File: config.mk
export PLATFORM = sky130hd
export DESIGN_NAME = sound_sequencer_flat
export DESIGN_NICKNAME = d
export VERILOG_FILES = /design/src/rtl/sound_sequencer_pkg.sv /design/src/rtl/sound_sequencer_if.sv /design/src/rtl/sound_sequencer_note_timer.sv /design/src/rtl/sound_sequencer.sv /design/src/flat_wrapper.sv
export SDC_FILE = /design/constraint.sdc
export NUM_CORES = 1
export LEC_CHECK = 0
export CORE_MARGIN = 2
export CORE_UTILIZATION = 53
export DETAILED_ROUTE_END_ITERATION = 8
export PLACE_DENSITY = 0.74
export REMOVE_ABC_BUFFERS = 1
export SETUP_SLACK_MARGIN = 0.1
export SYNTH_ARGS = -nofsm -noshare
export SYNTH_HDL_FRONTEND = slang
export SYNTH_SLANG_ARGS = --single-unit
File: constraint.sdc
create_clock -name clk -period 3.23 [get_ports clk]
set_input_delay 0.646 -clock clk [delete_from_list [all_inputs] [get_ports clk]]
set_output_delay 0.646 -clock clk [all_outputs]
set_load 0.01 [all_outputs]
File: src/rtl/sound_sequencer_pkg.sv
// Shared types, note tables and arbitration helpers for the sound sequencer.
package sound_pkg;

  typedef enum logic [1:0] {
    SND_NONE   = 2'd0,
    SND_BUTTON = 2'd1,
    SND_GOOD   = 2'd2,
    SND_BAD    = 2'd3
  } sound_t;

  typedef enum logic [1:0] {
    IDLE,
    PLAY,
    GAP
  } seq_state_t;

  localparam int PERIOD_W = 8;

  // Entry [0] is the first note played.
  localparam logic [PERIOD_W-1:0]      BUTTON_TBL = 8'd20;
  localparam logic [2:0][PERIOD_W-1:0] GOOD_TBL   = {8'd24, 8'd32, 8'd40};
  localparam logic [1:0][PERIOD_W-1:0] BAD_TBL    = {8'd90, 8'd60};

  localparam logic [1:0] BUTTON_CNT = 2'd1;
  localparam logic [1:0] GOOD_CNT   = 2'd3;
  localparam logic [1:0] BAD_CNT    = 2'd2;

  function automatic logic [1:0] note_count(input sound_t s);
    case (s)
      SND_BUTTON: return BUTTON_CNT;
      SND_GOOD:   return GOOD_CNT;
      SND_BAD:    return BAD_CNT;
      default:    return 2'd0;
    endcase
  endfunction

  function automatic logic [PERIOD_W-1:0] get_period(input sound_t s, input logic [1:0] idx);
    logic [PERIOD_W-1:0] p;
    p = '0;
    case (s)
      SND_BUTTON: if (idx == 2'd0) p = BUTTON_TBL;
      SND_GOOD:   if (idx != 2'd3) p = GOOD_TBL[idx];
      SND_BAD:    if (!idx[1]) p = BAD_TBL[idx[0]];
      default:    p = '0;
    endcase
    return p;
  endfunction

  // Event vectors are {bad, good, button}.
  function automatic sound_t highest(input logic [2:0] v);
    if (v[2]) return SND_BAD;
    if (v[1]) return SND_GOOD;
    if (v[0]) return SND_BUTTON;
    return SND_NONE;
  endfunction

  function automatic logic [2:0] sound_bit(input sound_t s);
    case (s)
      SND_BUTTON: return 3'b001;
      SND_GOOD:   return 3'b010;
      SND_BAD:    return 3'b100;
      default:    return 3'b000;
    endcase
  endfunction

endpackage

File: src/rtl/sound_sequencer_if.sv
// Event/tone bundle between game logic, sequencer and sound generator.
// Optional mute input is present when SOUND_SEQ_MUTE_EN is defined.
interface sound_sequencer_if;
  logic       button_i;
  logic       goodColl_i;
  logic       badColl_i;
`ifdef SOUND_SEQ_MUTE_EN
  logic       mute_i;
`endif
  logic       tone_en_o;
  logic [7:0] tone_period_o;
  logic [1:0] active_sound_o;
  logic       busy_o;
  logic       done_o;

`ifdef SOUND_SEQ_MUTE_EN
  modport master (output button_i, goodColl_i, badColl_i, mute_i,
                  input  tone_en_o, tone_period_o, active_sound_o, busy_o, done_o);
  modport slave  (input  button_i, goodColl_i, badColl_i, mute_i,
                  output tone_en_o, tone_period_o, active_sound_o, busy_o, done_o);
`else
  modport master (output button_i, goodColl_i, badColl_i,
                  input  tone_en_o, tone_period_o, active_sound_o, busy_o, done_o);
  modport slave  (input  button_i, goodColl_i, badColl_i,
                  output tone_en_o, tone_period_o, active_sound_o, busy_o, done_o);
`endif
endinterface

File: src/rtl/sound_sequencer_note_timer.sv
// Loadable down-counter timing notes and gaps; expire is high while the count is zero.
module sound_note_timer #(
  parameter int TIMER_W = 8
) (
  input  logic               clk,
  input  logic               rst_i,
  input  logic               load,
  input  logic [TIMER_W-1:0] load_val,
  output logic               expire
);

  logic [TIMER_W-1:0] count;

  always_ff @(posedge clk) begin
    if (rst_i) begin
      count <= '0;
    end else if (load) begin
      count <= load_val;
    end else if (count != '0) begin
      count <= count - 1'b1;
    end
  end

  assign expire = (count == '0);

endmodule

File: src/rtl/sound_sequencer.sv
// Priority arbiter and note sequencer feeding the DAC sound generator.
// SOUND_SEQ_MUTE_EN adds a mute input that silences the tone outputs only.
module sound_sequencer #(
  parameter int NOTE_TICKS = 25,
  parameter int GAP_TICKS  = 2,
  parameter int TIMER_W    = 8
) (
  input logic               clk,
  input logic               rst_i,
  sound_sequencer_if.slave  bus
);
  import sound_pkg::*;

  localparam logic [TIMER_W-1:0] NOTE_LOAD = TIMER_W'(NOTE_TICKS - 1);
  localparam logic [TIMER_W-1:0] GAP_LOAD  = TIMER_W'((GAP_TICKS > 0) ? GAP_TICKS - 1 : 0);
  localparam bit                 HAS_GAP   = (GAP_TICKS > 0);

  seq_state_t          state;
  sound_t              active;
  sound_t              new_top;
  sound_t              idle_pick;
  sound_t              start_snd;
  logic [1:0]          note_idx;
  logic [2:0]          events;
  logic [2:0]          pending;
  logic [2:0]          pending_nxt;
  logic                tone_en;
  logic [PERIOD_W-1:0] tone_period;
  logic                busy;
  logic                done;
  logic                expire;
  logic                start;
  logic                preempt;
  logic                advance;
  logic                last_note;
  logic                finish;
  logic                busy_nxt;
  logic                tmr_load;
  logic [TIMER_W-1:0]  tmr_val;

  assign events = {bus.badColl_i, bus.goodColl_i, bus.button_i};

  // Arbitration: new events beat the active sound only when strictly higher;
  // everything else that was not started lands in (or merges into) pending.
  always_comb begin
    new_top     = highest(events);
    idle_pick   = highest(events | pending);
    preempt     = (state != IDLE) && (new_top > active);
    start       = preempt || ((state == IDLE) && (idle_pick != SND_NONE));
    start_snd   = (state == IDLE) ? idle_pick : new_top;
    last_note   = (note_idx == note_count(active) - 2'd1);
    advance     = (state != IDLE) && expire && !preempt;
    finish      = advance && (state == PLAY) && last_note;
    pending_nxt = (pending | events) & ~(start ? sound_bit(start_snd) : 3'b000);
    busy_nxt    = start || ((state != IDLE) && !finish) || (pending_nxt != 3'b000);
    tmr_load    = start || (advance && !finish);
    tmr_val     = (!start && (state == PLAY) && HAS_GAP) ? GAP_LOAD : NOTE_LOAD;
  end

  sound_note_timer #(
    .TIMER_W (TIMER_W)
  ) u_timer (
    .clk      (clk),
    .rst_i    (rst_i),
    .load     (tmr_load),
    .load_val (tmr_val),
    .expire   (expire)
  );

  always_ff @(posedge clk) begin
    if (rst_i) begin
      state       <= IDLE;
      active      <= SND_NONE;
      note_idx    <= 2'd0;
      pending     <= 3'b000;
      tone_en     <= 1'b0;
      tone_period <= '0;
      busy        <= 1'b0;
      done        <= 1'b0;
    end else begin
      pending <= pending_nxt;
      busy    <= busy_nxt;
      done    <= 1'b0;
      if (start) begin
        state       <= PLAY;
        active      <= start_snd;
        note_idx    <= 2'd0;
        tone_en     <= 1'b1;
        tone_period <= get_period(start_snd, 2'd0);
      end else if (advance) begin
        if (finish) begin
          state       <= IDLE;
          active      <= SND_NONE;
          note_idx    <= 2'd0;
          tone_en     <= 1'b0;
          tone_period <= '0;
          done        <= 1'b1;
        end else if ((state == GAP) || !HAS_GAP) begin
          state       <= PLAY;
          note_idx    <= note_idx + 2'd1;
          tone_en     <= 1'b1;
          tone_period <= get_period(active, note_idx + 2'd1);
        end else begin
          state       <= GAP;
          tone_en     <= 1'b0;
          tone_period <= '0;
        end
      end
    end
  end

`ifdef SOUND_SEQ_MUTE_EN
  assign bus.tone_en_o     = tone_en & ~bus.mute_i;
  assign bus.tone_period_o = bus.mute_i ? '0 : tone_period;
`else
  assign bus.tone_en_o     = tone_en;
  assign bus.tone_period_o = tone_period;
`endif
  assign bus.active_sound_o = active;
  assign bus.busy_o         = busy;
  assign bus.done_o         = done;

endmodule

File: src/flat_wrapper.sv
// flat-port wrapper written by rule: the top's interface ports become plain ports
module sound_sequencer_flat import sound_pkg::*;
#(
  parameter int NOTE_TICKS = 25,
  parameter int GAP_TICKS  = 2,
  parameter int TIMER_W    = 8
)
  (clk, rst_i, bus_button_i, bus_goodColl_i, bus_badColl_i, bus_tone_en_o, bus_tone_period_o, bus_active_sound_o, bus_busy_o, bus_done_o);
  sound_sequencer_if bus_i ();
  input logic clk;
  input logic rst_i;
  input wire logic [$bits(bus_i.button_i)-1:0] bus_button_i;
  input wire logic [$bits(bus_i.goodColl_i)-1:0] bus_goodColl_i;
  input wire logic [$bits(bus_i.badColl_i)-1:0] bus_badColl_i;
  output wire logic [$bits(bus_i.tone_en_o)-1:0] bus_tone_en_o;
  output wire logic [$bits(bus_i.tone_period_o)-1:0] bus_tone_period_o;
  output wire logic [$bits(bus_i.active_sound_o)-1:0] bus_active_sound_o;
  output wire logic [$bits(bus_i.busy_o)-1:0] bus_busy_o;
  output wire logic [$bits(bus_i.done_o)-1:0] bus_done_o;
  assign bus_i.button_i = bus_button_i;
  assign bus_i.goodColl_i = bus_goodColl_i;
  assign bus_i.badColl_i = bus_badColl_i;
  assign bus_tone_en_o = bus_i.tone_en_o;
  assign bus_tone_period_o = bus_i.tone_period_o;
  assign bus_active_sound_o = bus_i.active_sound_o;
  assign bus_busy_o = bus_i.busy_o;
  assign bus_done_o = bus_i.done_o;
  sound_sequencer #(.NOTE_TICKS(NOTE_TICKS), .GAP_TICKS(GAP_TICKS), .TIMER_W(TIMER_W)) u_core (.clk(clk), .rst_i(rst_i), .bus(bus_i));
endmodule
Word-level counts from Yosys, hierarchy flattened:

Index checks and enable logic that the tools add are counted.

* word-level logic and storage cells: 119
* input bits: 5
* flip-flop bits (word level): 28

* mux-type cells: 58
* add/sub/neg operators: 3
* eq/ne operators: 10
* reductions and logical operators: 31
* order comparisons: 3
* bitwise operators: 4

Operators by type and width (number)
* 8-bit two-way mux: 10
* 2-bit two-way mux: 20
* 8-bit case mux with 3 select lines: 1
* 1-bit two-way mux: 19
* 6-bit case mux with 3 select lines: 1
* 8-bit binary-select mux with 2-bit select: 1
* 2-bit nonzero test: 6
* 2-bit == test, second input constant: 5
* 5-bit two-way mux: 2
* 1-bit logical AND: 9
* 3-bit case mux with 3 select lines: 1
* 8-bit logical NOT: 1
* 8-bit nonzero test: 1
* 8-bit by 1-bit subtractor with 8-bit output, second input constant: 1
* 7-bit two-way mux: 1
* 2-bit by 1-bit == test with 1-bit output, second input constant: 3
* 2-bit case mux with 3 select lines: 1
* 2-bit logical NOT: 2
* 1-bit logical OR: 4
* 2-bit AND reduction: 2
* 3-bit AND: 1
* 1-bit logical NOT: 3
* 2-bit by 3-bit less-than comparator with 1-bit output, second input constant: 1
* 3-bit two-way mux: 1
* other kinds (12): 12

Depth between registers and ports, before layout:

Gate-level depths: netlist (run 1).

* depth after elaboration: 17
* gate-level depth with buffers: 8
* depth with buffers taken out: 8

Modules after synthesis:

Synthesis (run 1) repeated with hierarchy kept, for this count alone.

* cells, all modules: 176
* area total of the unflattened synthesis: 1524.0 um2

By module, submodules not included
* sound_sequencer: seq. area each 320.3 um2, cells an instance 123, times used 1, area an instance 1048.5 um2
* sound_note_timer: seq. area each 160.2 um2, cells an instance 53, times used 1, area an instance 475.5 um2

Worst setup path after synthesis (run 1):

OpenSTA, ideal clock, no wires.

* path kind: input-to-reg
* start: input bus_goodColl_i
* end: register u_core.u_timer.count[1]
* arrival: 2.241 ns
* cell stages on the path: 8
* data required time: 3.144 ns
* slack: 0.903 ns
* path through: nor2_1 -> inv_1 -> ha_1 -> nor2b_1 -> o21a_1 -> o21ai_1 -> nand3b_1 -> a211oi_1

* longest elaborated chain between the ends: 15
* elaborated cells on any way between the ends: 29
* those cells by class: 1 x order compare; 15 x mux; 1 x bitwise; 12 x reduce/logical

RTL lines
* start, declared: line flat_wrapper.sv:13 `input wire logic [$bits(bus_i.goodColl_i)-1:0] bus_goodColl_i;`
* 2-bit two-way mux: line sound_sequencer_pkg.sv:52 `if (v[1]) return SND_GOOD;`
* 2-bit two-way mux: line sound_sequencer_pkg.sv:53 `if (v[0]) return SND_BUTTON;`
* 2-bit two-way mux: line sound_sequencer_pkg.sv:54 `return SND_NONE;`
* 2-bit two-way mux: line sound_sequencer_pkg.sv:53
* 2-bit two-way mux: line sound_sequencer_pkg.sv:52
* 2-bit > comparator: line sound_sequencer.sv:48 `preempt = (state != IDLE) && (new_top > active);`
* 1-bit logical AND: line sound_sequencer.sv:48
* 1-bit logical NOT: line sound_sequencer.sv:52 `advance = (state != IDLE) && expire && !preempt;`
* 1-bit logical AND: line sound_sequencer.sv:52
* 1-bit logical AND (2 in series): line sound_sequencer.sv:53 `finish = advance && (state == PLAY) && last_note;`
* 1-bit logical NOT: line sound_sequencer.sv:56 `tmr_load = start || (advance && !finish);`
* 1-bit logical AND: line sound_sequencer.sv:56
* 1-bit logical OR (*): line sound_sequencer.sv:56
* 8-bit two-way mux / 2-bit nonzero test (equally long branches)
* end signal, assigned: line sound_sequencer_note_timer.sv:18 `count <= load_val;`
* end signal, assigned: line sound_sequencer_note_timer.sv:20 `count <= count - 1'b1;`
* end, declared: line sound_sequencer_note_timer.sv:12 `logic [TIMER_W-1:0] count;`

Every way passes the cells marked *; elsewhere a longest branch is shown, timed or not. The select of a mux whose other input is x is not followed.
A chain may end at the register's enable or synchronous reset.

Final worst setup path (run 1):

* start: input bus_badColl_i
* end: register u_core.active[1] (netlist: u_core.bus.active_sound_o[1])

* longest elaborated chain between the ends: 10
* elaborated cells on any way between the ends: 19
* those cells by class: 1 x order compare; 6 x mux; 1 x bitwise; 11 x reduce/logical

RTL lines
* start, declared: line flat_wrapper.sv:14 `input wire logic [$bits(bus_i.badColl_i)-1:0] bus_badColl_i;`
* 1-bit two-way mux: line sound_sequencer_pkg.sv:51 `if (v[2]) return SND_BAD;`
* 2-bit two-way mux: line sound_sequencer_pkg.sv:52
* 2-bit > comparator: line sound_sequencer.sv:48
* 1-bit logical AND: line sound_sequencer.sv:48
* 1-bit logical NOT: line sound_sequencer.sv:52
* 1-bit logical AND: line sound_sequencer.sv:52
* 1-bit logical AND (2 in series): line sound_sequencer.sv:53
* 2-bit nonzero test (no source line)
* 2-bit AND reduction (no source line)
* end signal, assigned: line sound_sequencer.sv:86 `active <= start_snd;`
* end, declared: line sound_sequencer.sv:19 `sound_t active;`

Parallel ways exist; a longest one is shown, timed or not.

==> impl_metrics.py, run 1 <==
metrics = {
    "outcome": {
        "status": "completed",
    },
    "critical_path": {
        "crit_required_ps": 3420,
        "slowest_delay_ps": 500,
        "cp_cell_sequence": "clkdlybuf4s50_1, nor2_1, inv_1, ha_1, nor2b_1, o21a_1, o21ai_1, buf_4, nand2b_1, o22ai_1",
        "worstPathArrival_ps": 2970,
        "critical-path-slowest-cell": "clkdlybuf4s50_1",
        "cp.buffers_inverters": 3,
        "path_delay_family": "buffers and inverters",
        "r2r_slack_ps": 970,
        "critPathKind": "in -> reg",
        "endpoint_kind": "flip-flop",
        "crit_fanout": 8,
        "start_kind": "input pin",
    },
    "synth": {
        "synth_edf_count": 0,
        "synth_cell_type_count": 42,
        "synth_warnings": 0,
        "syn_inst": 176,
        "synth_area_leaders": "dfxtp_1 (33%), ha_1 (9.6%), nor2_1 (6.3%)",
        "ys_seq_area_share_pct": 33.36,
        "syn_avg_cell_area_um2": 8.183,
        "netlist.area_leader.share_pct": 33.36,
        "synth_largest_area_cell": "dfxtp_1",
        "ys.flop_type": "dfxtp_1",
        "synth-async-reset-ratio_pct": 0,
        "syn_area_um2": 1440,
        "ys_ff_latch": 24,
    },
    "global_routing": {
        "antenna_found_initial": 0,
        "grt_pass1_vias": 1251,
        "grt-ovfl-total": 0,
        "track_usage_pct": 21.40,
        "grt_pass1_wl_um": 5485,
        "grt_max_degree": 18,
    },
    "place": {
        "dp_worst_setup_slack_ps": 181.8,
        "gp_congestion": 0.8508,
        "post-dp-hpwl_um": 2542,
        "placed_area_um2": 1630,
        "port_buffers": 15,
        "dp_cells": 220,
    },
    "power_and_ir_drop": {
        "fin_total_pwr_uw": 963.8,
        "p_leak_nw": 0.6475,
        "powerDensity_nw_per_um2": 572.7,
        "ir_drop_uv": 361.2,
    },
    "die": {
        "core_area_um2": 2522,
        "io_pins": 18,
        "die_w_um": 56.13,
        "row_count": 18,
        "fp.dieH_um": 56.13,
        "initial_utilization_pct": 57.09,
        "die_area_um2": 3150,
    },
    "routing": {
        "drtPass1Iterations": 4,
        "drc_errors": 0,
        "num_vias": 1330,
        "routed_wl_um": 3213,
        "ant_nets": 0,
        "routedWlPerCell_um": 14.34,
        "drtIter0Drc": 57,
        "via_per_inst": 5.938,
    },
    "clock_network": {
        "root_buffer": "clkbuf_4",
        "clock_latency_ps": 310,
        "post_cts_buffers": 0,
        "cts.sinks": 24,
        "cts_made_buffers": 3,
        "clkTransAtPathRegs_ps": 140,
        "cts_hold_buf": 0,
        "post_cts_resized": 0,
        "cts_tree": "done",
        "clock_path_buffers": 2,
        "h-tree-depth": 1,
    },
    "sta": {
        "finalSetupViolations": 0,
        "fmax_ghz": 0.3593,
        "hold_viol": 0,
        "slew_viol_final": 0,
        "slew_headroom_pct": 60.77,
        "grt_setup_unrepaired": "no",
        "postLayoutSetupSlackWorst_ps": 446.9,
        "period_needed_ps": 2783,
        "fin_skew_ps": 9.418,
        "setup_tns_ps": 0,
        "worstMarginPinSlew_ps": 586.6,
        "post-route-period-util_pct": 86.16,
    },
    "min_path": {
        "hp-class": "reg -> reg",
    },
    "final_layout": {
        "antenna_cells": 0,
        "fillers": 223,
        "final_cell_mix": "nor2_1 (24), dfxtp_1 (24), clkdlybuf4s50_1 (15)",
        "drive_gt1_share_pct": 7.732,
        "fin_nets": 211,
        "post-route-cell-area_um2": 1683,
        "layout.cells.non_filler": 224,
        "areaGrowthSynthToFinish_pct": 16.85,
    },
    "run": {
        "drv_cap": 0,
    },
}
-- final timing paths --
check	from	to	depth (start not counted)
worst max-delay path	bus_badColl_i	u_core.bus.active_sound_o[1]	10
worst min-delay path	u_core.bus.tone_period_o[2]	u_core.bus.tone_period_o[2]	2
worst max register to register	u_core.bus.active_sound_o[1]	u_core.u_timer.count[1]	8
worst min register to register	u_core.bus.tone_period_o[2]	u_core.bus.tone_period_o[2]	2
-- routing by layer --
| layer | up-vias | GRT usage, % | share of wire, % |
|---|---|---|---|
| li1 | 659 | - | - |
| met1 | 625 | 27.71 | 45 |
| met2 | 42 | 37.65 | 50 |
| met3 | 4 | 2.093 | 4.2 |
| met4 | 0 | 5.782 | 0.81 |
| met5 | - | 0 | 0 |
-- cell type report --
cell class	instances	area, um^2	share of cell area (%)
Clock buffer	3	22.52	1.338
Clock inverter	1	30.03	1.784
Inverter	11	41.29	2.454
Multi-Input combinational cell	135	883.3	52.49
Sequential cell	24	480.5	28.55
Tap cell	30	37.54	2.230
Timing Repair Buffer	20	187.7	11.15
-- cells in the mapped netlist (2+ instances only) --
cell	n
a211oi_1	5
nor3_1	10
o21a_1	2
inv_1	11
nor4_1	2
xor2_1	3
xnor2_1	3
o31ai_1	2
nor2_1	24
o21ai_0	7
o21ai_1	2
nand4_1	2
buf_4	3
nor2b_1	3
nand3_1	6
o22ai_1	3
ha_1	11
nand2b_1	4
nand2_1	12
dfxtp_1	24
a21oi_1	10
mux2i_1	3
clkbuf_1	2
a31oi_1	4
-- where the power goes --
| group | internal [mW] | leakage [nW] | total, mW | switching [mW] |
|---|---|---|---|---|
| combinational | 0.167 | 0.422 | 0.381 | 0.214 |
| clock | 0.125 | 0.0279 | 0.215 | 0.0899 |
| sequential | 0.331 | 0.198 | 0.367 | 0.0358 |
-- state kept, by name, summed over array words and instances, names as in the netlist --
signal,flops
u_core.u_timer.count,8
u_core.bus.tone_period_o,5
u_core.pending,3
u_core.bus.active_sound_o,2
u_core.note_idx,2
u_core.state,2
u_core.bus.busy_o,1
u_core.bus.done_o,1
-- metrics by stage --
step                      utilization (%)  hold slack, ps
final                               66.72           504.5
after global placement              64.63           476.2
after global routing                66.72           524.2
after CTS                           66.72           500.2
after floorplan                         -           485.3
after detailed placement            64.63           479.4
-- kinds of logic after synthesis --
| kind of cell | share of synthesized area (%) |
|---|---|
| buf+inv | 5.560 |
| compound gates | 18.59 |
| xor+xnor | 3.650 |
| mux | 2.085 |
| other cells | 0.2604 |
| flops | 33.36 |
| simple gates | 26.93 |
| fa+ha+maj | 9.557 |
-- worst min-delay path, cell delays in order, from the launching register on --
cell and delay (ps):
dfxtp_1 350, nand2_1 50, a31oi_1 70
No activity file was read; power rests on OpenSTA's default activity.
==> run 2, diff against run 1 <==
- CTS_CLUSTER_SIZE: default -> 12
- PLACE_DENSITY: 0.74 -> 0.77
- SKIP_CTS_REPAIR_TIMING: default -> 1
==> run 2 against run 1 <==
Net effect: first-iteration DRC count is 21% lower; cell count is 0.45% lower; fmax is 4.2% lower.
==> impl_metrics.py, run 2 (same netlist as run 1, synthesis figures left out) <==
metrics = {
    "outcome": {
        "status": "completed",
    },
    "die": {
        "fp.dieH_um": 56.13,
        "die_area_um2": 3150,
        "core_area_um2": 2522,
        "die_w_um": 56.13,
        "io_pins": 18,
        "initial_utilization_pct": 57.09,
        "row_count": 18,
    },
    "routing": {
        "via_per_inst": 6.022,
        "num_vias": 1343,
        "ant_nets": 0,
        "drtIter0Drc": 45,
        "drc_errors": 0,
        "routedWlPerCell_um": 15.15,
        "drtPass1Iterations": 4,
        "routed_wl_um": 3379,
    },
    "global_routing": {
        "grt-ovfl-total": 0,
        "grt_pass1_wl_um": 5582,
        "antenna_found_initial": 0,
        "grt_pass1_vias": 1283,
        "track_usage_pct": 21.92,
        "grt_max_degree": 18,
    },
    "clock_network": {
        "cts.sinks": 24,
        "clkTransAtPathRegs_ps": 120,
        "h-tree-depth": 1,
        "clock_path_buffers": 2,
        "cts_tree": "done",
        "clock_latency_ps": 310,
        "root_buffer": "clkbuf_4",
        "cts_made_buffers": 3,
    },
    "run": {
        "drv_cap": 0,
    },
    "critical_path": {
        "reg2reg_to": "u_core.bus.busy_o",
        "r2r_slack_ps": 890,
        "crit_fanout": 8,
        "crit_required_ps": 3420,
        "start_kind": "input pin",
        "r2r_cells": 7,
        "worstPathArrival_ps": 3090,
        "critPathKind": "in -> reg",
        "regToRegStartpoint": "u_core.bus.active_sound_o[1]",
        "endpoint_kind": "flip-flop",
    },
    "place": {
        "post-dp-hpwl_um": 2553,
        "gp_congestion": 0.8975,
        "port_buffers": 15,
    },
    "sta": {
        "finalSetupViolations": 0,
        "setup_tns_ps": 0,
        "slew_headroom_pct": 60.85,
        "hold_viol": 0,
        "worstMarginPinSlew_ps": 585.4,
        "post-route-period-util_pct": 89.94,
        "period_needed_ps": 2905,
        "slew_viol_final": 0,
        "fmax_ghz": 0.3442,
        "fin_hold_ws_ps": 507.1,
        "grt_setup_unrepaired": "no",
        "fin_skew_ps": 3.351,
    },
    "power_and_ir_drop": {
        "p_sw_uw": 338.8,
        "p_leak_nw": 0.6351,
        "powerDensity_nw_per_um2": 532.8,
        "ir_drop_uv": 349.2,
        "internal-power_uw": 543.8,
        "comb_power_share_pct": 44.0,
        "swShare_pct": 38.39,
        "clkPwrFrac_pct": 14.5,
        "seqPwrFrac_pct": 41.5,
    },
    "final_layout": {
        "antenna_cells": 0,
        "fin_nets": 211,
        "fillers": 232,
        "final_cell_mix": "nor2_1 (24), dfxtp_1 (24), clkdlybuf4s50_1 (15)",
        "areaGrowthSynthToFinish_pct": 15.03,
        "largest_reg_flops": 8,
        "drive_gt1_share_pct": 7.772,
        "max_flop_register": "u_core.u_timer.count",
    },
    "min_path": {
        "hp-class": "reg -> reg",
        "hp-start": "u_core.bus.tone_period_o[2]",
        "hold_depth": 2,
        "min_to": "u_core.bus.tone_period_o[2]",
    },
}
## run 2: cell count changes in the layout (fill, tap and decap cells not counted)
cell       change
o21ai_1        -1
o21ai_2        +1
bufinv_16      -1
## run 2: cell type report
class	count	area, um^2	area share (%)
Multi-Input combinational cell	135	887.1	53.55
Clock buffer	3	22.52	1.360
Sequential cell	24	480.5	29.00
Inverter	11	41.29	2.492
Timing Repair Buffer	20	187.7	11.33
Tap cell	30	37.54	2.266
## run 2: per-stage QoR
stage | total power [mW] | util, % | cells | instance area (um^2) | setup slack [ps]
finish | 0.8826 | 65.67 | 223 | 1657 | 324.9
global route | 0.9439 | 65.67 | 223 | 1657 | 214.8
CTS | 0.8811 | 65.53 | 223 | 1653 | 315.0
detailed placement | 0.7506 | 64.63 | 220 | 1630 | 17.57
global placement | 0.7339 | 64.63 | 220 | 1630 | 231.5
floorplan | 0.6190 | - | 170 | 1405 | 898.4
## run 2: power by group through the flow
stage / registers [mW] / clock network, mW / logic [mW]
after floorplan: 0.374 / 0 / 0.244
after global placement: 0.370 / 0 / 0.364
after detailed placement: 0.373 / 0 / 0.378
after CTS: 0.366 / 0.134 / 0.381
after global routing: 0.372 / 0.145 / 0.426
final: 0.366 / 0.128 / 0.388
## run 2: how the worst max path moves through the flow
| stage | start | slack, ps | cells after the start | to |
|---|---|---|---|---|
| after floorplan | u_core.u_timer.count[2] | 900 | 5 | u_core.bus.busy_o |
| after global placement | bus_badColl_i | 230 | 9 | u_core.u_timer.count[1] |
| after detailed placement | bus_badColl_i | 20 | 9 | u_core.u_timer.count[1] |
| after CTS | bus_badColl_i | 310 | 9 | u_core.u_timer.count[1] |
| after global routing | bus_badColl_i | 210 | 9 | u_core.bus.busy_o |
| final | bus_badColl_i | 320 | 9 | u_core.bus.busy_o |
## run 2: metal layers
layer  vias to the layer above  GRT usage [%]  routed length, um
met5                         -              0                  0
met4                         0          8.163                 51
met3                         6          4.651                150
met2                        40          38.49               1705
met1                       640          25.96               1471
li1                        657              -                  -
## run 2: worst max-delay path, cell delays in order
cell	delay, ps
clkdlybuf4s50_1	500
nor2_1	190
inv_1	90
ha_1	300
nor2b_1	190
o21a_1	410
a21oi_1	270
nor4_1	360
o22ai_1	140
==> run 3, diff against run 2 <==
- CELL_PAD_IN_SITES_DETAIL_PLACEMENT: default -> 1
- CELL_PAD_IN_SITES_GLOBAL_PLACEMENT: default -> 1
- CORE_UTILIZATION: 53 -> 44
- PLACE_DENSITY: 0.77 -> default
- PLACE_DENSITY_LB_ADDON: default -> 0.12
==> run 3 against run 2 <==
Net effect: routed wire length increased by 11%; critical path type unchanged; largest cell class unchanged; cell area increased by 1.9%; sequential share of layout area decreased by 0.54 points.
==> impl_metrics.py, run 3 (same netlist as run 1, synthesis figures left out) <==
metrics = {
    "die": {
        "die_area_um2": 3747,
        "core_area_um2": 3078,
        "io_pins": 18,
        "fp.dieH_um": 61.21,
        "initial_utilization_pct": 46.79,
        "row_count": 20,
        "die_w_um": 61.21,
    },
    "final_layout": {
        "final_cell_mix": "nor2_1 (24), dfxtp_1 (24), clkdlybuf4s50_1 (15)",
        "final_util_pct": 54.84,
        "largest_reg_flops": 8,
        "antenna_cells": 0,
        "post-route-cell-area_um2": 1688,
        "fillers": 393,
        "fin_nets": 211,
        "max_flop_register": "u_core.u_timer.count",
        "drive_gt1_share_pct": 8.247,
        "areaGrowthSynthToFinish_pct": 17.20,
        "layout.cells.non_filler": 238,
    },
    "clock_network": {
        "clock_path_buffers": 2,
        "cts_made_buffers": 3,
        "cts.sinks": 24,
        "h-tree-depth": 1,
        "cts_tree": "done",
        "root_buffer": "clkbuf_4",
        "clkTransAtPathRegs_ps": 140,
        "clock_latency_ps": 330,
    },
    "critical_path": {
        "worstPathArrival_ps": 3190,
        "r2r_cells": 7,
        "endpoint_kind": "flip-flop",
        "critPathKind": "in -> reg",
        "crit_required_ps": 3480,
        "reg2reg_to": "u_core.bus.tone_period_o[2]",
        "crit_fanout": 8,
        "slowest_delay_ps": 510,
        "r2r_slack_ps": 870,
        "crit_start": "bus_badColl_i",
        "critical-path-slowest-cell": "clkdlybuf4s50_1",
        "regToRegStartpoint": "u_core.bus.active_sound_o[1]",
        "start_kind": "input pin",
        "cp_cell_sequence": "clkdlybuf4s50_1, nor2_1, inv_1, ha_1, nor2b_1, o21a_1, nor3_1, o2111ai_1, a31oi_1",
    },
    "global_routing": {
        "grt_pass1_vias": 1369,
        "grt_pass1_wl_um": 6368,
        "grt_max_degree": 18,
        "grt-ovfl-total": 0,
        "antenna_found_initial": 0,
        "track_usage_pct": 22.84,
    },
    "routing": {
        "drc_errors": 0,
        "routedWlPerCell_um": 15.77,
        "drtIter0Drc": 48,
        "num_vias": 1340,
        "routed_wl_um": 3753,
        "via_per_inst": 5.630,
        "ant_nets": 0,
        "drtPass1Iterations": 4,
    },
    "sta": {
        "setup_tns_ps": 0,
        "slew_viol_final": 0,
        "fin_skew_ps": 7.245,
        "hold_viol": 0,
        "fmax_ghz": 0.3404,
        "worstMarginPinSlew_ps": 600.6,
        "fin_hold_ws_ps": 496.0,
        "slew_headroom_pct": 59.83,
        "post-route-period-util_pct": 90.95,
        "period_needed_ps": 2938,
        "grt_setup_unrepaired": "no",
        "finalSetupViolations": 0,
    },
    "min_path": {
        "min_to": "u_core.bus.tone_period_o[4]",
        "hp-start": "u_core.bus.tone_period_o[4]",
        "hold_depth": 2,
        "hp-class": "reg -> reg",
    },
    "run": {
        "drv_cap": 0,
    },
    "outcome": {
        "status": "completed",
    },
    "place": {
        "port_buffers": 15,
        "gp_congestion": 0.8035,
        "placed_area_um2": 1648,
        "post-dp-hpwl_um": 2964,
        "dp_cells": 234,
    },
    "power_and_ir_drop": {
        "ir_drop_uv": 292.9,
        "internal-power_uw": 569.7,
        "p_leak_nw": 0.6423,
        "clkPwrFrac_pct": 18.1,
        "swShare_pct": 38.76,
        "p_sw_uw": 360.6,
        "seqPwrFrac_pct": 39.4,
        "comb_power_share_pct": 42.6,
        "powerDensity_nw_per_um2": 551.2,
    },
}
[run 3: cell type report]
cell class / count / area [um^2] / share of cell area (%)
Tap cell: 44 / 55.05 / 3.262
Multi-Input combinational cell: 135 / 887.1 / 52.56
Sequential cell: 24 / 480.5 / 28.47
Timing Repair Buffer: 20 / 187.7 / 11.12
Inverter: 11 / 41.29 / 2.446
Clock buffer: 4 / 36.28 / 2.150
[run 3: power by group through the flow]
stage	Sequential, mW	Combinational (mW)	Clock [mW]
after floorplan	0.374	0.244	0
after global placement	0.370	0.372	0
after detailed placement	0.373	0.390	0
after CTS	0.366	0.394	0.170
after global routing	0.372	0.434	0.181
final	0.366	0.396	0.168
[run 3: worst max-delay path by stage]
stage	to	slack, ps
after floorplan	u_core.bus.busy_o	900
after global placement	u_core.bus.tone_period_o[2]	150
after detailed placement	u_core.state[1]	-20
after CTS	u_core.state[1]	320
after global routing	u_core.bus.tone_period_o[2]	110
final	u_core.bus.tone_period_o[2]	290
[run 3: per-stage QoR]
stage	setup WS, ps	power (mW)
after floorplan	898.4	0.6190
after global placement	150.0	0.7419
after detailed placement	-20.88	0.7630
after CTS	316.6	0.9311
after global routing	112.9	0.9869
final	292.4	0.9303
[run 3: critical path: cells and delay by family]
kind                       cells  cell delay (ps)
buffers and inverters          2              610
adders and majority gates      1              300
AOI/OAI and AO/OA              3              760
and+or+nand+nor                3              870
[run 3: layer usage]
| layer | vias up | routed length [um] | global-route usage [%] |
|---|---|---|---|
| met3 | 8 | 94 | 1.891 |
| met2 | 24 | 1862 | 41.03 |
| met1 | 645 | 1736 | 28.70 |
| met4 | 0 | 60 | 7.453 |
| li1 | 663 | - | - |
| met5 | - | 0 | 0 |
